**src/rtl/mcu_pkg.sv**
```systemverilog
// Shared playback-mode encodings used by the playlist controller, song reader and display.
package mcu_pkg;

  localparam int MODE_W = 2;

  typedef enum logic [MODE_W-1:0] {
    REPEAT_ALL  = 2'b00,
    REPEAT_ONE  = 2'b01,
    STOP_AT_END = 2'b10,
    MODE_RSVD   = 2'b11
  } mode_e;

  // The reserved code falls back to REPEAT_ALL so a corrupted mode self-heals.
  function automatic mode_e next_mode(input mode_e m);
    case (m)
      REPEAT_ALL: return REPEAT_ONE;
      REPEAT_ONE: return STOP_AT_END;
      default:    return REPEAT_ALL;
    endcase
  endfunction

endpackage

```
**src/rtl/dffr.sv**
```systemverilog
// Generic register with synchronous active-high reset to a parameterised value.
module dffr #(
  parameter int           W   = 1,
  parameter logic [W-1:0] RST = '0
) (
  input  logic         clk,
  input  logic         r,
  input  logic [W-1:0] d,
  output logic [W-1:0] q
);

  always_ff @(posedge clk) begin
    if (r) q <= RST;
    else   q <= d;
  end

endmodule

```
**src/rtl/wrap_counter.sv**
```systemverilog
// Up/down counter over 0..MAX with explicit wrap compares; load_zero > inc > dec.
module wrap_counter #(
  parameter int MAX   = 3,
  parameter int WIDTH = 2
) (
  input  logic             clk,
  input  logic             reset,
  input  logic             inc,
  input  logic             dec,
  input  logic             load_zero,
  output logic [WIDTH-1:0] count
);

  localparam logic [WIDTH-1:0] MAX_V = WIDTH'(MAX);

  logic [WIDTH-1:0] w_count_n;

  always_comb begin
    w_count_n = count;
    if (load_zero)
      w_count_n = '0;
    else if (inc)
      w_count_n = (count == MAX_V) ? '0 : count + WIDTH'(1);
    else if (dec)
      w_count_n = (count == '0) ? MAX_V : count - WIDTH'(1);
  end

  dffr #(.W(WIDTH), .RST('0)) u_count (.clk(clk), .r(reset), .d(w_count_n), .q(count));

endmodule

```
**src/rtl/mcu_playlist.sv**
```systemverilog
// Playlist controller: song index, play/pause, playback mode, and the player restart pulse.
module mcu_playlist
  import mcu_pkg::*;
#(
  parameter int NUM_SONGS = 4,
  parameter int SONG_W    = 2
) (
  input  logic              clk,
  input  logic              reset,
  input  logic              play_button,
  input  logic              next_button,
  input  logic              prev_button,
  input  logic              mode_button,
  input  logic              song_done,
  output logic              play,
  output logic              reset_player,
  output logic [SONG_W-1:0] song,
  output logic [MODE_W-1:0] mode
);

  localparam logic [SONG_W-1:0] LAST_SONG = SONG_W'(NUM_SONGS - 1);

  logic              r_play, r_rp, r_armed;
  logic [MODE_W-1:0] r_mode;
  logic [SONG_W-1:0] w_song;
  logic              w_inc, w_dec, w_load_zero;
  logic              w_play_n, w_rp_n, w_armed_n, w_done_ev;
  logic [MODE_W-1:0] w_mode_n;

  assign w_done_ev = song_done & r_play & r_armed;

  always_comb begin
    w_inc       = 1'b0;
    w_dec       = 1'b0;
    w_load_zero = 1'b0;
    w_play_n    = r_play;
    w_rp_n      = 1'b0;
    w_mode_n    = mode_button ? MODE_W'(next_mode(mode_e'(r_mode))) : r_mode;

    if (next_button) begin
      w_inc  = 1'b1;
      w_rp_n = 1'b1;
    end else if (prev_button) begin
      w_dec  = 1'b1;
      w_rp_n = 1'b1;
    end else if (w_done_ev) begin
      w_rp_n = 1'b1;
      if (mode_e'(r_mode) == REPEAT_ONE) begin
        // replay the same song: only the restart pulse
      end else if (mode_e'(r_mode) == STOP_AT_END && w_song == LAST_SONG) begin
        w_load_zero = 1'b1;
        w_play_n    = 1'b0;
      end else begin
        w_inc = 1'b1;
      end
    end else if (play_button) begin
      w_play_n = ~r_play;
    end

    // Disarm once song_done is consumed; re-arm only after it is seen low.
    if (!song_done)     w_armed_n = 1'b1;
    else if (w_done_ev && !next_button && !prev_button) w_armed_n = 1'b0;
    else                w_armed_n = r_armed;
  end

  wrap_counter #(.MAX(NUM_SONGS - 1), .WIDTH(SONG_W)) u_song (
    .clk(clk), .reset(reset), .inc(w_inc), .dec(w_dec),
    .load_zero(w_load_zero), .count(w_song)
  );

  dffr #(.W(1), .RST(1'b0)) u_play  (.clk(clk), .r(reset), .d(w_play_n),  .q(r_play));
  dffr #(.W(1), .RST(1'b0)) u_rp    (.clk(clk), .r(reset), .d(w_rp_n),    .q(r_rp));
  dffr #(.W(1), .RST(1'b1)) u_armed (.clk(clk), .r(reset), .d(w_armed_n), .q(r_armed));
  dffr #(.W(MODE_W), .RST(MODE_W'(REPEAT_ALL))) u_mode (
    .clk(clk), .r(reset), .d(w_mode_n), .q(r_mode)
  );

  assign play         = r_play;
  assign reset_player = r_rp;
  assign song         = w_song;
  assign mode         = r_mode;

endmodule

```
**config.mk**
```make
export PLATFORM = sky130hd
export DESIGN_NAME = mcu_playlist
export DESIGN_NICKNAME = d
export VERILOG_FILES = /design/src/rtl/mcu_pkg.sv /design/src/rtl/dffr.sv /design/src/rtl/wrap_counter.sv /design/src/rtl/mcu_playlist.sv
export SDC_FILE = /design/constraint.sdc
export NUM_CORES = 1
export LEC_CHECK = 0
export ABC_AREA = 1
export ABC_CLOCK_PERIOD_IN_PS = 1910
export CORE_AREA = 2 2 39 41
export CTS_CLUSTER_DIAMETER = 40
export DETAILED_ROUTE_END_ITERATION = 6
export DIE_AREA = 0 0 41 43
export GPL_ROUTABILITY_DRIVEN = 0
export GPL_TIMING_DRIVEN = 0
export SLEW_MARGIN = 40
export SYNTH_ARGS = -nofsm -noshare
export SYNTH_HDL_FRONTEND = slang
export SYNTH_SLANG_ARGS = --single-unit
```
**constraint.sdc**
```tcl
create_clock -name clk -period 1.91 [get_ports clk]
set_clock_uncertainty 0.05 [all_clocks]
set_input_delay 0.573 -clock clk [delete_from_list [all_inputs] [get_ports clk]]
set_output_delay 0.573 -clock clk [all_outputs]
set_load 0.02 [all_outputs]
```
# Word level (Yosys, flattened, before mapping)
# Cells that the tools add are included.
# W data, S select, Z words.
dict set report totals {
  in_bits 7
  reg_bits 7
  wordCells 54
  out_inout_bits 6
}
dict set report classes {
  n_reduce_logical 12
  add_sub_neg 2
  n_eq_ne 5
  bitwise_logic 6
  mux 24
}
# op count
set ops {}
lappend ops {{$mux W1} 19}
lappend ops {{$mux W2} 4}
lappend ops {{$reduce_and A5 Y1} 1}
lappend ops {{$eq A2 B2 Y1 const B} 2}
lappend ops {{$logic_not A2 Y1} 2}
lappend ops {{$not A1 Y1} 4}
lappend ops {{$pmux W2 S2} 1}
lappend ops {{$reduce_bool A2 Y1} 2}
lappend ops {{$reduce_or A2 Y1} 2}
lappend ops {{$logic_and A1 B1 Y1} 3}
lappend ops {{$add A2 B1 Y2 const B} 1}
lappend ops {{$and A1 B1 Y1} 2}
lappend ops {{$eq A2 B1 Y1 const B} 1}
lappend ops {{$logic_not A1 Y1} 2}
lappend ops {{$ne A2 B1 Y1 const B} 1}
lappend ops {{$ne A2 B2 Y1 const B} 1}
lappend ops {{$sub A2 B1 Y2 const B} 1}

# Depth between registers and ports, before layout
dict set report logic_depth {
  ltp_word 8
  ltp_mapped 8
  mapped_depth_nobuf 8
}

# Cells and area by module
# Synthesis repeated with hierarchy kept, for this count alone.
dict set report hier_totals {
  hier_cells 71
  area_unflattened_um2 441.7
}
# mod seq_area_each_um2 n_inst area_each_um2 cells_each
set by_module_without_submodules {}
lappend by_module_without_submodules {mcu_playlist 0.0 1 145.1 31}
lappend by_module_without_submodules {{dffr (u_mode ...)} 40.0 2 55.1 6}
lappend by_module_without_submodules {wrap_counter 0.0 1 95.1 18}
lappend by_module_without_submodules {{dffr (u_play ...)} 20.0 2 30.0 3}
lappend by_module_without_submodules {{dffr (u_armed)} 20.0 1 31.3 4}

# Least setup slack after synthesis
# Ideal clock, no wire load.
dict set report synth_timing {
  kind {reg2reg}
  startpoint {register u_song.u_count.q[0]}
  endpoint {register u_song.u_count.q[1]}
  t_required_ns 1.745
  n_path_buf 0
  stages_incl_launch_ff 6
  setup_time_ns 0.115
  period_less_slack_ns 1.298
  arrival_ns 1.133
  path_slack_ns 0.612
  cell_sequence {dfxtp_1 ha_1 nand3_1 o21ai_2 nand3b_1 nor2_1}
}
dict set report synth_via {
  elab_chain_len 8
  word_cells_on_any_way 21
  cone_classes {2 x add/sub; 1 x eq/ne; 14 x mux; 4 x reduce/logical}
}
# item line_no
set synth_lines {}
lappend synth_lines {{start, declared} dffr.sv:9} ;# output logic [W-1:0] q
lappend synth_lines {{start signal, assigned} dffr.sv:13} ;# if (r) q <= RST;
lappend synth_lines {{start signal, assigned} dffr.sv:14} ;# else q <= d;
lappend synth_lines {{$eq A2 B2 Y1} {wrap_counter.sv:23, mcu_playlist.sv:50}}
lappend synth_lines {{$logic_and A1 B1 Y1} mcu_playlist.sv:50} ;# end else if (mode_e'(r_mode) == STOP_AT_END && w_song == LAST_SONG) begin
lappend synth_lines {{$mux W1} mcu_playlist.sv:50}
lappend synth_lines {{$mux W1} mcu_playlist.sv:48} ;# if (mode_e'(r_mode) == REPEAT_ONE) begin
lappend synth_lines {{$mux W1} mcu_playlist.sv:46} ;# end else if (w_done_ev) begin
lappend synth_lines {{$mux W1} mcu_playlist.sv:43} ;# end else if (prev_button) begin
lappend synth_lines {{$mux W1} mcu_playlist.sv:40} ;# if (next_button) begin
lappend synth_lines {{$mux W2, or another cell as far along} wrap_counter.sv:22} ;# else if (inc)
# Parallel ways exist; a longest one is shown, timed or not. The select of a mux whose other input is x is not followed.
# A chain may end at the register's enable or synchronous reset.

# Final worst setup path
dict set report layout_timing {
  startpoint {register u_song.u_count.q[1]}
  endpoint {output song[1]}
}
# item line_no
set layout_lines {}
lappend layout_lines {{end, declared} mcu_playlist.sv:17} ;# output logic [SONG_W-1:0] song,
# No word-level cell between the ends.

==> out/metrics.yaml <==
synth_area_um2: 389
cts_root_buffer: "clkbuf_4"
period_minus_slack_ps: 1850
critical-path-top-delay-family: "buffers and inverters"
clk_latency_ps: 260
die_area_um2: 1760
crit_slowest_cell: "clkdlybuf4s50_1"
intPower_uw: 288
drive_gt1_share_pct: 12.9
syn_avg_cell_area_um2: 7.21
numCtsBuffers: 3
drtPass1Iterations: 3
comb_power_share_pct: 25.1
dp_hpwl_um: 624
fp-row-count: 14
crit_required_ps: 1290
post_drt_wl_per_cell_um: 9.53
status: "completed"
cts_max_path_buffers: 2
ir_worst_vdd_mv: 0.222
grt_max_degree: 8
rsz0062_at_grt: "false"
syn_to_final_growth_pct: 43.7
cts_hold_buf: 0
tightest_slew_ps: 223
critical_path_buf_inv_count: 1
arrival_ps: 1230
wl_um: 820
path_max_fanout: 3
ant_nets: 0
die_y_um: 43
grt_pass1_wl_um: 1270
drc: 0
synthesis.nets: 63
dp.cells: 82
synth_cell_type_count: 18
syn_inst: 54
grt_pass1_vias: 330
cts_tree: "done"
ys_ff_latch: 7
relSlewSlack_pct: 85.1
cpPeakStageDelay_ps: 610
synth_warnings: 0
cap_violations: 0
clk_pin_slew_ps: 60
finalHoldViolations: 0
p_leak_nw: 0.278
yosysSeqAreaShare_pct: 36.0
switching_power_uw: 124
tns_ps: 0
path_class: "reg -> out"
crit_path_start_kind: "register"
crit_chain: "clkdlybuf4s50_1"
design.portCount: 13
port_buffers: 12
clock_sinks: 7
fin_cells: 86
hold_class: "reg -> reg"
p_clk_share_pct: 34.2
place_area_um2: 529
grt_antenna_before_repair: 0
setup_viol: 0
report.power.total_uw: 412
sequentialPowerShare_pct: 40.8
p_sw_share_pct: 30.1
diodes: 0
track_usage_pct: 11.4
endpoint_kind: "output pin"
post_cts_buffers: 0
grt.overflow.total: 0
core_um2: 1380
fmax_ghz: 0.540
start_util_pct: 28.1
nNetsFinal: 80
drv_slew: 0
cts_htree_levels: 1
power.density_nw_per_um2: 736
die_w_um: 41
viasPerCell: 4.43
period_share_pct: 96.9
vias: 381
final_area_um2: 559
drt_iter0_markers: 6
[stage by stage]
step                hold slack (ps)  setup slack, ps  util [%]
finish                          440             59.6      40.4
global placement                418             29.1      38.2
CTS                             449             3.94      40.1
detailed placement              435             26.8      38.2
floorplan                       399              612         -
global route                    465             19.5      40.4
[power groups by stage]
stage	clock, mW	sequential (mW)	combinational [mW]
floorplan	0	0.184	0.0467
CTS	0.148	0.168	0.105
global route	0.155	0.170	0.115
finish	0.141	0.168	0.103
global placement	0	0.171	0.106
detailed placement	0	0.171	0.105
[state kept, by name, indices dropped and copies added, names as in the netlist]
name / cells
u_song.u_count.q: 2
u_armed.q: 1
u_rp.q: 1
u_play.q: 1
u_mode.q: 2
[worst paths after layout]
path	start	to	cells past startpoint	slack, ps
worst max-delay path	u_song.u_count.q[1]$_SDFFE_PP0P_	song[1]	1	60
worst min-delay path	u_armed.q$_SDFFE_PP1P_	u_armed.q$_SDFFE_PP1P_	2	440
worst max register to register	u_song.u_count.q[0]$_SDFFE_PP0P_	u_song.u_count.q[0]$_SDFFE_PP0P_	6	660
worst min register to register	u_armed.q$_SDFFE_PP1P_	u_armed.q$_SDFFE_PP1P_	2	440
[repair_timing]
action | in CTS | in global routing
hold endpoints to repair | 0 | 0
gates resized for setup | 1 | 2
endpoints found under the setup margin | 1 | 2
[cells in the final DEF, fill, tap and decap left out, drive strengths merged]
cell | synthesis | routed
nand2 | 8 | 8
dfxtp | 7 | 7
nand3 | 7 | 7
a21oi | 6 | 6
clkbuf | 0 | 4
nand3b | 1 | 1
ha | 2 | 2
clkdlybuf4s50 | 0 | 9
or2 | 2 | 2
o21ai | 2 | 2
a31oi | 1 | 1
inv | 8 | 8
dlygate4sd2 | 0 | 1
dlymetal6s2s | 0 | 2
nand4 | 1 | 1
nor2 | 9 | 9
[per-layer routing]
metal / track usage (%) / up-vias / share of wire (%)
met5: 0 / - / 0
met3: 1.57 / 4 / 7.1
li1: - / 207 / -
met4: 14.0 / 0 / 4.1
met1: 13.6 / 158 / 48
met2: 14.7 / 12 / 41
[area by class of cell]
type	instances	area, µm²
Tap cell	16	20.0
Inverter	8	30.0
Sequential cell	7	140
Timing Repair Buffer	12	124
Fill cell	164	825
Clock buffer	4	26.3
Multi-Input combinational cell	39	219
[cells by family after synthesis]
kind of cell / synth area share (%)
compound gates: 13.8
fa+ha+maj: 6.43
buf+inv: 7.72
flops: 36.0
simple gates: 36.0
[cells in the mapped netlist]
cell type  count  area share [%]
a21oi_1        5             6.4
a21oi_2        1             2.3
a31oi_1        1             1.6
dfxtp_1        7              36
ha_1           2             6.4
inv_1          8             7.7
nand2_1        8             7.7
nand3_1        6             7.7
nand3_2        1             2.6
nand3b_1       1             1.9
nand4_1        1             1.6
nor2_1         7             6.8
nor2_2         1             1.6
nor2_4         1             2.9
o21ai_0        1             1.3
o21ai_2        1             2.3
or2_1          1             1.6
or2_2          1             1.6
No activity file was read; power rests on OpenSTA's default activity.
==> variant, RTL diff (config.mk and constraints unchanged) <==
The parameter `RST` goes from 1'b1 to 1'b0.
--- a/src/rtl/mcu_playlist.sv
+++ b/src/rtl/mcu_playlist.sv
@@ -72,3 +72,3 @@
   dffr #(.W(1), .RST(1'b0)) u_rp    (.clk(clk), .r(reset), .d(w_rp_n),    .q(r_rp));
-  dffr #(.W(1), .RST(1'b1)) u_armed (.clk(clk), .r(reset), .d(w_armed_n), .q(r_armed));
+  dffr #(.W(1), .RST(1'b0)) u_armed (.clk(clk), .r(reset), .d(w_armed_n), .q(r_armed));
   dffr #(.W(MODE_W), .RST(MODE_W'(REPEAT_ALL))) u_mode (
Check against the original RTL: not equivalent (a bounded check fails within 4 cycles, from zero or initial values and one cycle with reset high).
==> variant against the unedited design <==
- design area is 4.9% higher
- sequential power is 2% higher
- hold slack better by 20 ps
- sequential cell count stayed put
- wire length is 14% lower
- total power is 2.7% lower
- setup slack worse by 7.4 ps
- synthesized area is 5.5% higher
- largest cell class unchanged
==> variant: results (changes against the unedited design) <==
[global_routing]
use_met3_pct=7.85  ; +6.3 points
met2_usage_pct=13.8  ; -0.94 points
grtUsageTotal_pct=10.4  ; -0.94 points
grt_first_pass_wirelength_mm=1.24  ; -2.1%
grt_pass1_vias=313  ; -5.2%
antenna_found_initial=0  ; unchanged
use_met1_pct=13.5  ; -0.13 points
grt_max_degree=8  ; unchanged

[cells_and_area]
drive_above_1_share_pct=14.5  ; +1.6 points
reg.largest.list=u_mode.q: 2 flops, u_song.u_count.q: 2 flops
instances_no_fill=85  ; -1.2%
final_net_count=79  ; -1.3%
num_antenna_cells=0  ; unchanged

[critical_path]
worst-r2r-cell-count=7  ; +1
reg2reg_slack_ps=650
cpMaxStageDelayCell=clkdlybuf4s50_1
arrival_ps=1230  ; about the same
r2r-end=u_song.u_count.q[1]
cp_top_family=buffers and inverters
crit_fanout=4  ; +1
timing.rr.start=u_song.u_count.q[0]
cp_slowest_stage_delay_ps=620

[cts]
h-tree-depth=1  ; unchanged
clk_pin_slew_ps=50
cts_buffers=3  ; unchanged
ctsHoldBuffers=0  ; unchanged
clk_latency_ps=240  ; -20 ps
clockBufferDepth=2  ; unchanged
clock-root-buffer=clkbuf_4

[hold_path]
worstHoldStart=u_armed.q
holdPathEnd=u_armed.q
hold_depth=2  ; unchanged

[place]
dp_slack_ps=39.4  ; +12.5 ps
placed_cell_area_um2=551  ; +4.0%
hpwl_um=596  ; -4.6%
portBuffers=12  ; unchanged
placedCellCount=81  ; -1.2%

[synth]
avgSynthCellArea_um2=7.74  ; +7.5%
synth_warnings=0  ; unchanged
yosys-top-cells-area=dfxtp_1 34%, inv_1 9.1%, a21oi_1 7.3%
synthTopCellsByCount=10 x inv_1, 8 x nand2_1, 7 x dfxtp_1
synthDistinctLibCells=19  ; +1
synthFlopType=dfxtp_1
yosysSeqAreaShare_pct=34.1  ; -1.9 points
async_flop_share_pct=0  ; unchanged
syn_nets=62  ; -1.6%

[status]
status=finished, final reports clean

[pwr]
switching_share_pct=28.1  ; -2.0 points
leakagePower_nw=0.303  ; +9.0%
vdd_ir_drop_max_mv=0.459  ; +110%

[timing]
whs_ps=460  ; +19.6 ps
relSlewSlack_pct=81.1  ; -4.0 points

[routing]
first_iter_violations=4  ; -2
vias_per_cell=4.35  ; -1.7%
wl_met3_um=51  ; -12%
top_layer_used=met3
wl_met1_um=323  ; -18%
routed_wirelength_um=703  ; -14%
wl_met2_um=327  ; -2.1%

==> variant: cell count changes in the layout (fill, tap and decap cells not counted), moves of 2 or more <==
cell,delta
dlymetal6s2s_1,+2
inv_1,+2
nor2_1,-3
nand3_1,-4
==> variant: repair_timing <==
action	CTS	global route
resized for setup	0	4
endpoints found under the setup margin	0	4
setup buffers	0	0
hold endpoints to repair	0	0
==> variant: area by class of cell <==
class,count,area (um^2)
Timing Repair Buffer,12,130
Fill cell,152,797
Sequential cell,7,140
Multi-Input combinational cell,35,228
Tap cell,16,20.0
Clock buffer,4,26.3
Inverter,11,42.5
==> variant: how the worst max path moves through the flow <==
stage	start	to	slack (ps)	depth (start not counted)
floorplan	u_song.u_count.q[0]	u_play.q	600	6
global placement	prev_button	u_song.u_count.q[1]	20	5
detailed placement	next_button	u_song.u_count.q[0]	40	5
CTS	u_mode.q[0]	mode[0]	8	1
global route	u_mode.q[1]	mode[1]	9	1
finish	u_mode.q[1]	mode[1]	50	1
==> variant: kinds of logic after synthesis <==
logic type	count (synthesis)	share of synthesized area, %
and+or+nand+nor	20	30.5
AOI/OAI and AO/OA	13	18.9
buffers and inverters	11	10.4
DFF	7	34.1
adders and majority gates	2	6.10
==> variant: power by group through the flow <==
| stage | combinational [mW] | sequential (mW) | clock [mW] |
|---|---|---|---|
| global route | 0.113 | 0.174 | 0.144 |
| CTS | 0.104 | 0.173 | 0.133 |
| global placement | 0.103 | 0.175 | 0 |
| floorplan | 0.0439 | 0.187 | 0 |
| detailed placement | 0.104 | 0.175 | 0 |
| finish | 0.101 | 0.172 | 0.128 |
==> variant: through the flow <==
step / total power [mW] / util (%)
finish: 0.401 / 42.4
global route: 0.431 / 42.4
CTS: 0.409 / 41.7
detailed placement: 0.279 / 39.8
floorplan: 0.230 / -
global placement: 0.278 / 39.8
